## src/rtl/display_scan_controller.sv

```systemverilog
// Time-multiplexed scan of a packed BCD value onto a common-anode 7-segment bank,
// with frame-boundary double buffering and optional leading-zero blanking.
module display_scan_controller #(
  parameter int          NUM_DIGITS  = 4,
  parameter int          REFRESH_DIV = 100000,
  parameter logic [3:0]  BLANK_CODE  = 4'hF
) (
  input  logic                      clk,
  input  logic                      rst,
  input  logic [4*NUM_DIGITS-1:0]   bcd_in,
  input  logic                      load,
  input  logic                      lz_blank,
  output logic [3:0]                digit,
  output logic [NUM_DIGITS-1:0]     anode_n,
  output logic                      frame_start,
  output logic                      pending
);

  localparam int IDX_W = $clog2(NUM_DIGITS);
  localparam int DIV_W = $clog2(REFRESH_DIV);
  localparam logic [DIV_W-1:0] DIV_LAST = DIV_W'(REFRESH_DIV - 1);
  localparam logic [IDX_W-1:0] IDX_LAST = IDX_W'(NUM_DIGITS - 1);

  logic [DIV_W-1:0]        div_cnt,  div_cnt_next;
  logic [IDX_W-1:0]        idx,      idx_next;
  logic [4*NUM_DIGITS-1:0] shadow,   shadow_next;
  logic [4*NUM_DIGITS-1:0] display,  display_next;
  logic                    pending_next;
  logic                    frame_start_next;
  logic [3:0]              digit_next;
  logic [NUM_DIGITS-1:0]   anode_n_next;
  logic [NUM_DIGITS-1:0]   blank;
  logic                    all_zero;
  logic                    tick;
  logic                    boundary;

  // State register: every flop, including the buffers, returns to a known value on reset.
  always_ff @(posedge clk or posedge rst) begin
    if (rst) begin
      div_cnt     <= '0;
      idx         <= '0;
      shadow      <= '0;
      display     <= '0;
      pending     <= 1'b0;
      frame_start <= 1'b0;
      digit       <= 4'h0;
      anode_n     <= '1;
    end else begin
      // NOTE: non-blocking assignments so every flop samples pre-edge values.
      div_cnt     <= div_cnt_next;
      idx         <= idx_next;
      shadow      <= shadow_next;
      display     <= display_next;
      pending     <= pending_next;
      frame_start <= frame_start_next;
      digit       <= digit_next;
      anode_n     <= anode_n_next;
    end
  end

  // Next-state logic: divider, slot index and the shadow/display double buffer.
  always_comb begin
    // NOTE: defaults first so no path through this block can infer a latch.
    tick             = (div_cnt == DIV_LAST);
    boundary         = tick && (idx == IDX_LAST);
    div_cnt_next     = tick ? '0 : div_cnt + 1'b1;
    idx_next         = idx;
    shadow_next      = shadow;
    display_next     = display;
    pending_next     = pending;
    frame_start_next = boundary;

    if (tick)
      idx_next = (idx == IDX_LAST) ? '0 : idx + 1'b1;

    if (load)
      shadow_next = bcd_in;

    if (boundary) begin
      pending_next = 1'b0;
      if (load)
        display_next = bcd_in;
      else if (pending)
        display_next = shadow;
    end else if (load) begin
      pending_next = 1'b1;
    end
  end

  // Output logic from next-state values, so registered outputs track the current slot.
  always_comb begin
    all_zero = 1'b1;
    blank    = '0;
    for (int k = NUM_DIGITS - 1; k >= 0; k--) begin
      all_zero = all_zero && (display_next[4*k +: 4] == 4'h0);
      blank[k] = lz_blank && (k != 0) && all_zero;
    end

    digit_next = blank[idx_next] ? BLANK_CODE : display_next[4*int'(idx_next) +: 4];

    // Anodes stay dark for the first cycle of each slot to suppress ghosting.
    anode_n_next = '1;
    if (div_cnt_next != '0)
      anode_n_next[idx_next] = 1'b0;
  end

endmodule

```

## config.mk

```make
export PLATFORM = sky130hd
export DESIGN_NAME = display_scan_controller
export DESIGN_NICKNAME = d
export VERILOG_FILES = /design/src/rtl/display_scan_controller.sv
export SDC_FILE = /design/constraint.sdc
export NUM_CORES = 1
export LEC_CHECK = 0
export ABC_AREA = 1
export CELL_PAD_IN_SITES_DETAIL_PLACEMENT = 0
export CELL_PAD_IN_SITES_GLOBAL_PLACEMENT = 1
export CORE_MARGIN = 2
export CORE_UTILIZATION = 30
export CTS_CLUSTER_DIAMETER = 50
export DETAILED_ROUTE_END_ITERATION = 12
export GPL_ROUTABILITY_DRIVEN = 0
export PLACE_DENSITY = 0.71
export SETUP_SLACK_MARGIN = 0.1
export SYNTH_ARGS = -nofsm -noshare
export SYNTH_HDL_FRONTEND = slang
export SYNTH_SLANG_ARGS = --single-unit
```

## constraint.sdc

```tcl
create_clock -name clk -period 2.55 [get_ports clk]
set_clock_uncertainty 0.15 [all_clocks]
set_input_delay 0.6375 -clock clk [delete_from_list [all_inputs] [get_ports clk]]
set_output_delay 0.6375 -clock clk [all_outputs]
set_load 0.005 [all_outputs]
```

==> results of run 1 <==
==> how the worst max path moves through the flow <==
stage                           end  slack, ns  cells after the start
2_1_floorplan    digit[0]$_DFF_PP0_       0.26                      1
3_3_place_gp     digit[2]$_DFF_PP0_      -0.09                     10
3_5_place_dp     digit[3]$_DFF_PP0_      -0.14                     10
4_1_cts        anode_n[2]$_DFF_PP1_       0.16                     12
5_1_grt          digit[3]$_DFF_PP0_       0.10                     10
6_report         digit[3]$_DFF_PP0_       0.28                     10
==> worst reg2reg max path, stage by stage (launching register included) <==
cell	delay (ns)
dfrtp_1	0.38
ha_2	0.22
nand2_1	0.11
nor2_4	0.16
nand3_2	0.11
nor2_4	0.13
buf_12	0.14
nand2_2	0.07
o21ai_4	0.11
nor2_1	0.15
nand2_1	0.10
nand2_1	0.05
nor2_1	0.11
nand3_1	0.10
==> timing repair <==
item,4_1_cts,5_1_grt
buffers inserted,0,5
setup endpoints to repair,0,8
gates resized for setup,0,10
==> metal layers <==
metal  wire [um]  track usage, %  part of all wire [%]
met5           0               0                     0
met3         358            3.26                   4.4
met2        3600            23.1                    45
met4         106            4.70                   1.3
met1        4000            20.3                    50
==> state kept, by name, summed over array words and instances, names as in the netlist <==
name,flops
div_cnt,17
display,16
shadow,16
anode_n,4
digit,4
idx,2
frame_start,1
pending,1
==> power breakdown <==
group | switching [mW] | internal, mW
logic | 0.0694 | 0.0659
clock network | 0.386 | 0.601
registers | 0.0116 | 0.992
==> synthesized netlist by cell type, types with 2 or more instances <==
library cell and instances:
o21a_1 3, xor2_1 5, nor3_1 5, nor2_4 6
nand2_2 7, a21oi_1 3, nand2_1 163, clkbuf_1 5
nor3_2 3, nor2_2 3, buf_4 2, nand4_1 11
o21ai_1 3, nand3_4 2, o21ai_0 19, ha_1 2
dfrtp_1 57, nand3_2 4, nand3_1 22, inv_1 49
dfstp_2 4, o21ai_4 2, nor2_1 39, a21boi_0 6
inv_2 10
==> logic make-up (layout without fill, tap and decap cells) <==
family / count (synthesis) / in the layout / share of synthesized area, %
DFF: 61 / 61 / 45.6
xor gates and xnor gates: 5 / 5 / 1.30
and+or+nand+nor: 269 / 269 / 37.0
adders and majority gates: 2 / 2 / 0.745
buffers and inverters: 70 / 120 / 8.31
AOI/OAI and AO/OA: 37 / 37 / 6.97
==> stage by stage <==
| stage | setup TNS, ns | power, mW |
|---|---|---|
| final | 0 | 2.13 |
| after global routing | 0 | 2.22 |
| after CTS | 0 | 2.15 |
| after detailed placement | -0.525 | 1.15 |
| after global placement | -0.338 | 1.15 |
| after floorplan | 0 | 1.09 |
==> placed cells by master (no fill, tap or decap), types with 3 or more instances in the layout <==
master,instances
inv_1,47
nor2_1,39
xor2_1,5
nor3_1,5
buf_4,10
buf_12,3
a21oi_1,3
a21boi_0,6
o21ai_0,19
nor2_4,8
nand2_1,163
dfrtp_1,56
inv_2,11
nand4_1,11
clkbuf_8,11
nor3_2,3
o21a_1,3
nand3_2,5
dfstp_2,4
nand3_1,21
clkdlybuf4s50_1,29
nand2_2,7
==> cell type report <==
| cell class | count | area share (%) |
|---|---|---|
| inverters | 60 | 5.57 |
| well taps | 140 | 4.19 |
| clock inverters | 4 | 1.68 |
| multi-input cells | 313 | 37.5 |
| repair buffers | 44 | 10.7 |
| clock buffers | 12 | 3.71 |
| flip-flops and latches | 61 | 36.7 |
==> metrics.md, run 1 <==
| Metric | Value |
|---|---|
| Bufs on Longest Clock Path | 2 |
| Status | complete, no violations |
| Root Buffer | clkbuf_8 |
| Synth cell types | 34 |
| Mapped cell area | 3360 um^2 |
| Detailed-placement wirelength estimate | 6040 um |
| Htree depth | 3 |
| Synth async-reset ratio | 100% |
| Design area | 4180 um^2 |
| Fillers | 1117 |
| Worst slew pin tran | 0.344 ns |
| Slowest cell on the critical path | clkdlybuf4s50_1 |
| Vias in the first global route | 2786 |
| Share of cells above drive strength 1 | 16.8% |
| Startpoint Class | primary input |
| Initial antenna violation count | 0 |
| Layout Nets | 511 |
| Detail Route Antenna Nets | 0 |
| Worst R2R Start | div_cnt[0]$_DFF_PP0_ |
| Worst min-delay path class | reg2reg |
| Die area | 12100 um^2 |
| Hold Path End | shadow[5]$_DFFE_PP0P_ |
| Crit path DAT | 2.39 ns |
| GRT Util Overall | 14.8% |
| Hold Path Origin | shadow[5]$_DFFE_PP0P_ |
| Synth top area share | 42.5% |
| Yosys warnings | 0 |
| Main area contributors after synthesis | dfrtp_1, nand2_1, inv_1 |
| Register area share after synthesis | 45.6% |
| Flop2flop setup slack | 0.33 ns |
| Fin. max-slew vios | 0 |
| Largest net degree at the start of global routing | 62 |
| Num Clock Sinks | 61 |
| Vias | 2808 |
| TritonCTS clock tree | yes |
| Post-DP Area | 3860 um^2 |
| Cells after Synth | 444 |
| Via/cell ratio | 4.43 |
| Largest area contributor in the netlist | dfrtp_1 |
| Critical path class | in2reg |
| Initial DRC Count | 119 |
| CORE AREA | 10900 um^2 |
| Hold Crit Depth | 2 |
| Cell row count | 38 |
| IO Count | 30 |
| GRT Residual Overflow | 0 |
| Worst Hold Margin | 0.323 ns |
| Achievable Freq | 440 MHz |
| Pre-antenna DRT Iters | 4 |
| Setup violations, final | 0 |
| Peak VDD IR | 0.250 mV |
| Post-CTS Hold Buffers | 0 |
| Critical Path Max Stage Delay | 0.54 ns |
| Period utilization | 89.1% |
| Worst path top cell family by delay | buffers and inverters |
| Post-synth EDFFs | 0 |
| Fin worst setup slack | 0.278 ns |
| Die X | 110 um |
| Clk Latency, worst-skew pair | 0.34 ns |
| Sequential cell area | 1530 um^2 |
| Final Hold Fails | 0 |
| Setup crit start | load |
| IO Port Bufs | 29 |
| CP Max Fanout | 10 |
| Worst Path Buf+Inv | 3 |
| Remaining DRCs | 0 |
| DP Cell Count | 613 |
| Syn-to-layout area delta | 24.6% |
| Maxcap violations | 0 |
| Power per standard cell area | 508 nW/um^2 |
| Post-layout util | 38.4% |
| FF-to-FF End | digit[3]$_DFF_PP0_ |
| Fin crit period | 2.27 ns |
| Num CTS Buffers | 9 |
| Slew headroom | 77.0% |
| Die Span Y | 110 um |
| Non-Filler Instances | 634 |
| Setup Slack @ Placement | -0.137 ns |
| Primary FF master, synth | dfrtp_1 |
| CP Data Required Time | 2.67 ns |
| Antenna fix cells | 0 |
| RSZ-0062 raised after global routing | no |
| Critical path capture point type | register |
| Most frequent CP cell | nand2_2 |
| DRT Wirelength | 8060 um |
| Syn nets | 466 |
| Worst R2R Path Depth | 13 |
| CP Cell Sequence | clkdlybuf4s50_1, clkinvlp_4, buf_12, a21boi_0, nand2_2, nand2_2, nand3_4, nor2_4, nand3_2, nand3_1 |
| Worst-path clk slew | 0.06 ns |
| Multi-input gate area | 1570 um^2 |
| Wirelength per Cell | 12.7 um |
| First-pass GRT wire length | 13600 um |
| Average size of a mapped cell | 7.56 um^2 |
| LEAKAGE | 2.12 nW |
| Initial core utilization | 30.8% |
| Seq cells post-synth | 61 |
(Power assumes the default switching activity.)
==> inputs of run 2 (changes only) <==
--- a/config.mk
+++ b/config.mk
@@ -5,7 +5,7 @@
 export SDC_FILE = /design/constraint.sdc
 export NUM_CORES = 1
 export LEC_CHECK = 0
-export ABC_AREA = 1
+export ABC_AREA = 0
 export CELL_PAD_IN_SITES_DETAIL_PLACEMENT = 0
 export CELL_PAD_IN_SITES_GLOBAL_PLACEMENT = 1
 export CORE_MARGIN = 2
@@ -13,8 +13,9 @@
 export CTS_CLUSTER_DIAMETER = 50
 export DETAILED_ROUTE_END_ITERATION = 12
 export GPL_ROUTABILITY_DRIVEN = 0
-export PLACE_DENSITY = 0.71
+export PLACE_DENSITY = 0.68
 export SETUP_SLACK_MARGIN = 0.1
+export SLEW_MARGIN = 20
 export SYNTH_ARGS = -nofsm -noshare
 export SYNTH_HDL_FRONTEND = slang
 export SYNTH_SLANG_ARGS = --single-unit
==> run 2 against run 1 <==
  * Clock power grew 6%
  * Critical endpoint is now digit[0]$_DFF_PP0_
  * Critical path type is now reg2reg
  * Setup slack worse by 0.27 ns
  * Combinational power down 7%
  * Sequential share of layout area shrank 0.81 points
  * Clock-buffer cell count is 2 lower
  * Highest routed layer unchanged
  * Design area increased by 2.2%
==> metrics.md, run 2 <==
| Metric | Value |
|---|---|
| Slew headroom | 62.3% |
| Synth cell types | 50 |
| Largest area contributor in the netlist | dfrtp_1 |
| Fin crit period | 2.55 ns |
| Crit path DAT | 2.67 ns |
| Num Clock Sinks | 61 |
| Synth top area share | 49.2% |
| CP Data Required Time | 2.67 ns |
| CORE AREA | 9330 um^2 |
| Initial DRC Count | 72 |
| Average size of a mapped cell | 11.0 um^2 |
| Vias | 2289 |
| Worst R2R Path Depth | 7 |
| Num CTS Buffers | 9 |
| Met1 usage | 17.1% |
| Int Power | 1.71 mW |
| Hold Crit Depth | 1 |
| Startpoint Class | register |
| DRT Wirelength | 6970 um |
| Worst min-delay path class | reg2reg |
| Worst-path clk slew | 0.08 ns |
| Power per standard cell area | 510 nW/um^2 |
| Primary FF master, synth | dfrtp_1 |
| Hold Path Origin | shadow[2]$_DFFE_PP0P_ |
| Multi-input gate area | 1500 um^2 |
| Final Hold Fails | 0 |
| Seq cells post-synth | 61 |
| Htree depth | 3 |
| Hold Path End | shadow[2]$_DFFE_PP0P_ |
| Peak VDD IR | 0.259 mV |
| Period utilization | 99.8% |
| Status | complete, no violations |
| Post-synth EDFFs | 0 |
| Achievable Freq | 393 MHz |
| Clock share of power | 48.3% |
| Largest net degree at the start of global routing | 62 |
| Initial antenna violation count | 0 |
| Die area | 10500 um^2 |
| Synth top cells by count | dfrtp_1, nor2_1, mux2_2, nand2_1, xnor2_1 |
| Detailed-placement wirelength estimate | 4730 um |
| Most frequent cells in the layout | dfrtp_1, buf_4, clkdlybuf4s50_1, nor2_1, mux2_2 |
| Setup Slack @ Placement | -0.464 ns |
| Yosys warnings | 0 |
| Worst slew pin tran | 0.566 ns |
| GRT Util Overall | 14.4% |
| Fin. max-slew vios | 0 |
| Max reg flops | 17 |
| GRT busiest layer | met2 |
| Remaining DRCs | 0 |
| Logic pwr share | 5.7% |
| Fillers | 873 |
| Synth async-reset ratio | 100% |
| Vias in the first global route | 2313 |
| Syn-to-layout area delta | 47.4% |
| Setup violations, final | 0 |
| Root Buffer | clkbuf_8 |
| Via/cell ratio | 4.70 |
| IO Port Bufs | 29 |
| FF-to-FF End | digit[0]$_DFF_PP0_ |
| Initial core utilization | 31.1% |
| Mapped cell area | 2900 um^2 |
| Post-DP Area | 3660 um^2 |
| NetSw | 0.468 mW |
| Wirelength per Cell | 14.3 um |
| Maxcap violations | 0 |
| Layout Nets | 375 |
| First-pass GRT wire length | 11300 um |
| Design area | 4270 um^2 |
| Pre-antenna DRT Iters | 4 |
| Cells after Synth | 264 |
| Syn nets | 286 |
| Grt met2 use | 24.6% |
| Share of cells above drive strength 1 | 40.5% |
| CP Max Fanout | 7 |
| Flop2flop setup slack | 0.004 ns |
| Cell row count | 35 |
| Main area contributors after synthesis | dfrtp_1, mux2_2, nor2_1 |
| Critical path class | reg2reg |
| Clk Latency, worst-skew pair | 0.35 ns |
| Met3 Use GR | 4.86% |
| Register area share after synthesis | 52.8% |
| Worst Hold Margin | 0.352 ns |
| IO Count | 30 |
| Die Span Y | 102 um |
| Post-layout util | 45.8% |
| Die X | 102 um |
| TritonCTS clock tree | yes |
| Worst R2R Start | div_cnt[14]$_DFF_PP0_ |
| Most frequent cell after synthesis | dfrtp_1 |
| RSZ-0062 raised after global routing | yes |
| Antenna fix cells | 0 |
| Sequential cell area | 1530 um^2 |
| Largest registers | div_cnt (17), display (16), shadow (16) |
| Post-CTS Hold Buffers | 0 |
| Power, Total | 2.18 mW |
| Switch share | 21.5% |
| LEAKAGE | 1.94 nW |
| Fin worst setup slack | 0.00428 ns |
| Critical path capture point type | register |
| Bufs on Longest Clock Path | 2 |
| GRT Residual Overflow | 0 |
| Detail Route Antenna Nets | 0 |
| Part of the power in registers | 46.0% |
| Largest Register | div_cnt |
run 2: cell count changes in the layout (fill, tap and decap cells not counted), sizes merged, moves of 10 or more:
cell / delta
o21ai: -14
nor2: -19
buf: +48
o22ai: +10
inv: -48
nand2: -156
mux2: +21
nand3: -17
xnor2: +11
run 2: layer usage:
layer / routed length (um) / share of wire (%) / vias to the layer above
met3: 259 / 3.7 / 9
li1: - / - / 1132
met1: 3040 / 44 / 1119
met2: 3570 / 51 / 29
met4: 105 / 1.5 / 0
met5: 0 / 0 / -
run 2: worst max-delay path: stages, from the launching register on:
cell,delay [ns]
dfrtp_1,0.41
nor4bb_4,0.31
and4_4,0.35
nand3b_1,0.13
buf_6,0.19
mux2_2,0.30
o41a_1,0.46
o22ai_2,0.16
run 2: worst max-delay path by stage:
| stage | from | end | slack (ns) | cells past startpoint |
|---|---|---|---|---|
| after floorplan | div_cnt[0]$_DFF_PP0_ | digit[0]$_DFF_PP0_ | 0.10 | 9 |
| after global placement | load | digit[0]$_DFF_PP0_ | -0.43 | 8 |
| after detailed placement | load | digit[0]$_DFF_PP0_ | -0.46 | 7 |
| after CTS | div_cnt[13]$_DFF_PP0_ | digit[0]$_DFF_PP0_ | 0.02 | 8 |
| after global routing | div_cnt[5]$_DFF_PP0_ | digit[0]$_DFF_PP0_ | -0.14 | 8 |
| final | div_cnt[14]$_DFF_PP0_ | digit[0]$_DFF_PP0_ | 0.004 | 7 |
run 2: power by group through the flow:
stage	clock (mW)	combinational (mW)	sequential, mW
3_5_place_dp	0	0.123	1.02
2_1_floorplan	0	0.0605	1.02
6_report	1.05	0.125	1.00
3_3_place_gp	0	0.121	1.02
4_1_cts	1.08	0.127	1.00
5_1_grt	1.12	0.139	1.00
run 2: timing repair:
item                                    CTS  global route
gates resized for setup                  34            23
pin swaps                                16            12
buffers inserted                          8             6
endpoints found under the setup margin    7             8
hold endpoints to repair                  0             0
run 2: logic make-up after synthesis:
logic type	synth area share, %
flip-flops	52.8
adder cells (fa/ha/maj)	0.863
AO/OA/AOI/OAI	10.7
AND/OR/NAND/NOR	16.3
multiplexers	9.54
buffers and inverters	4.27
XOR/XNOR	5.44
run 2: final cells by class:
class | count | share of cell area, %
tap | 129 | 3.78
multi-input combinational | 178 | 35.1
sequential | 61 | 35.8
clock inverter | 6 | 2.61
inverter | 11 | 1.11
clock buffer | 10 | 2.99
timing repair buffer | 92 | 18.6
run 2: per-stage QoR:
step	std cells	setup TNS, ns
floorplan	264	0
global placement	457	-1.62
detailed placement	457	-1.74
CTS	481	0
global route	487	-0.460
finish	487	0
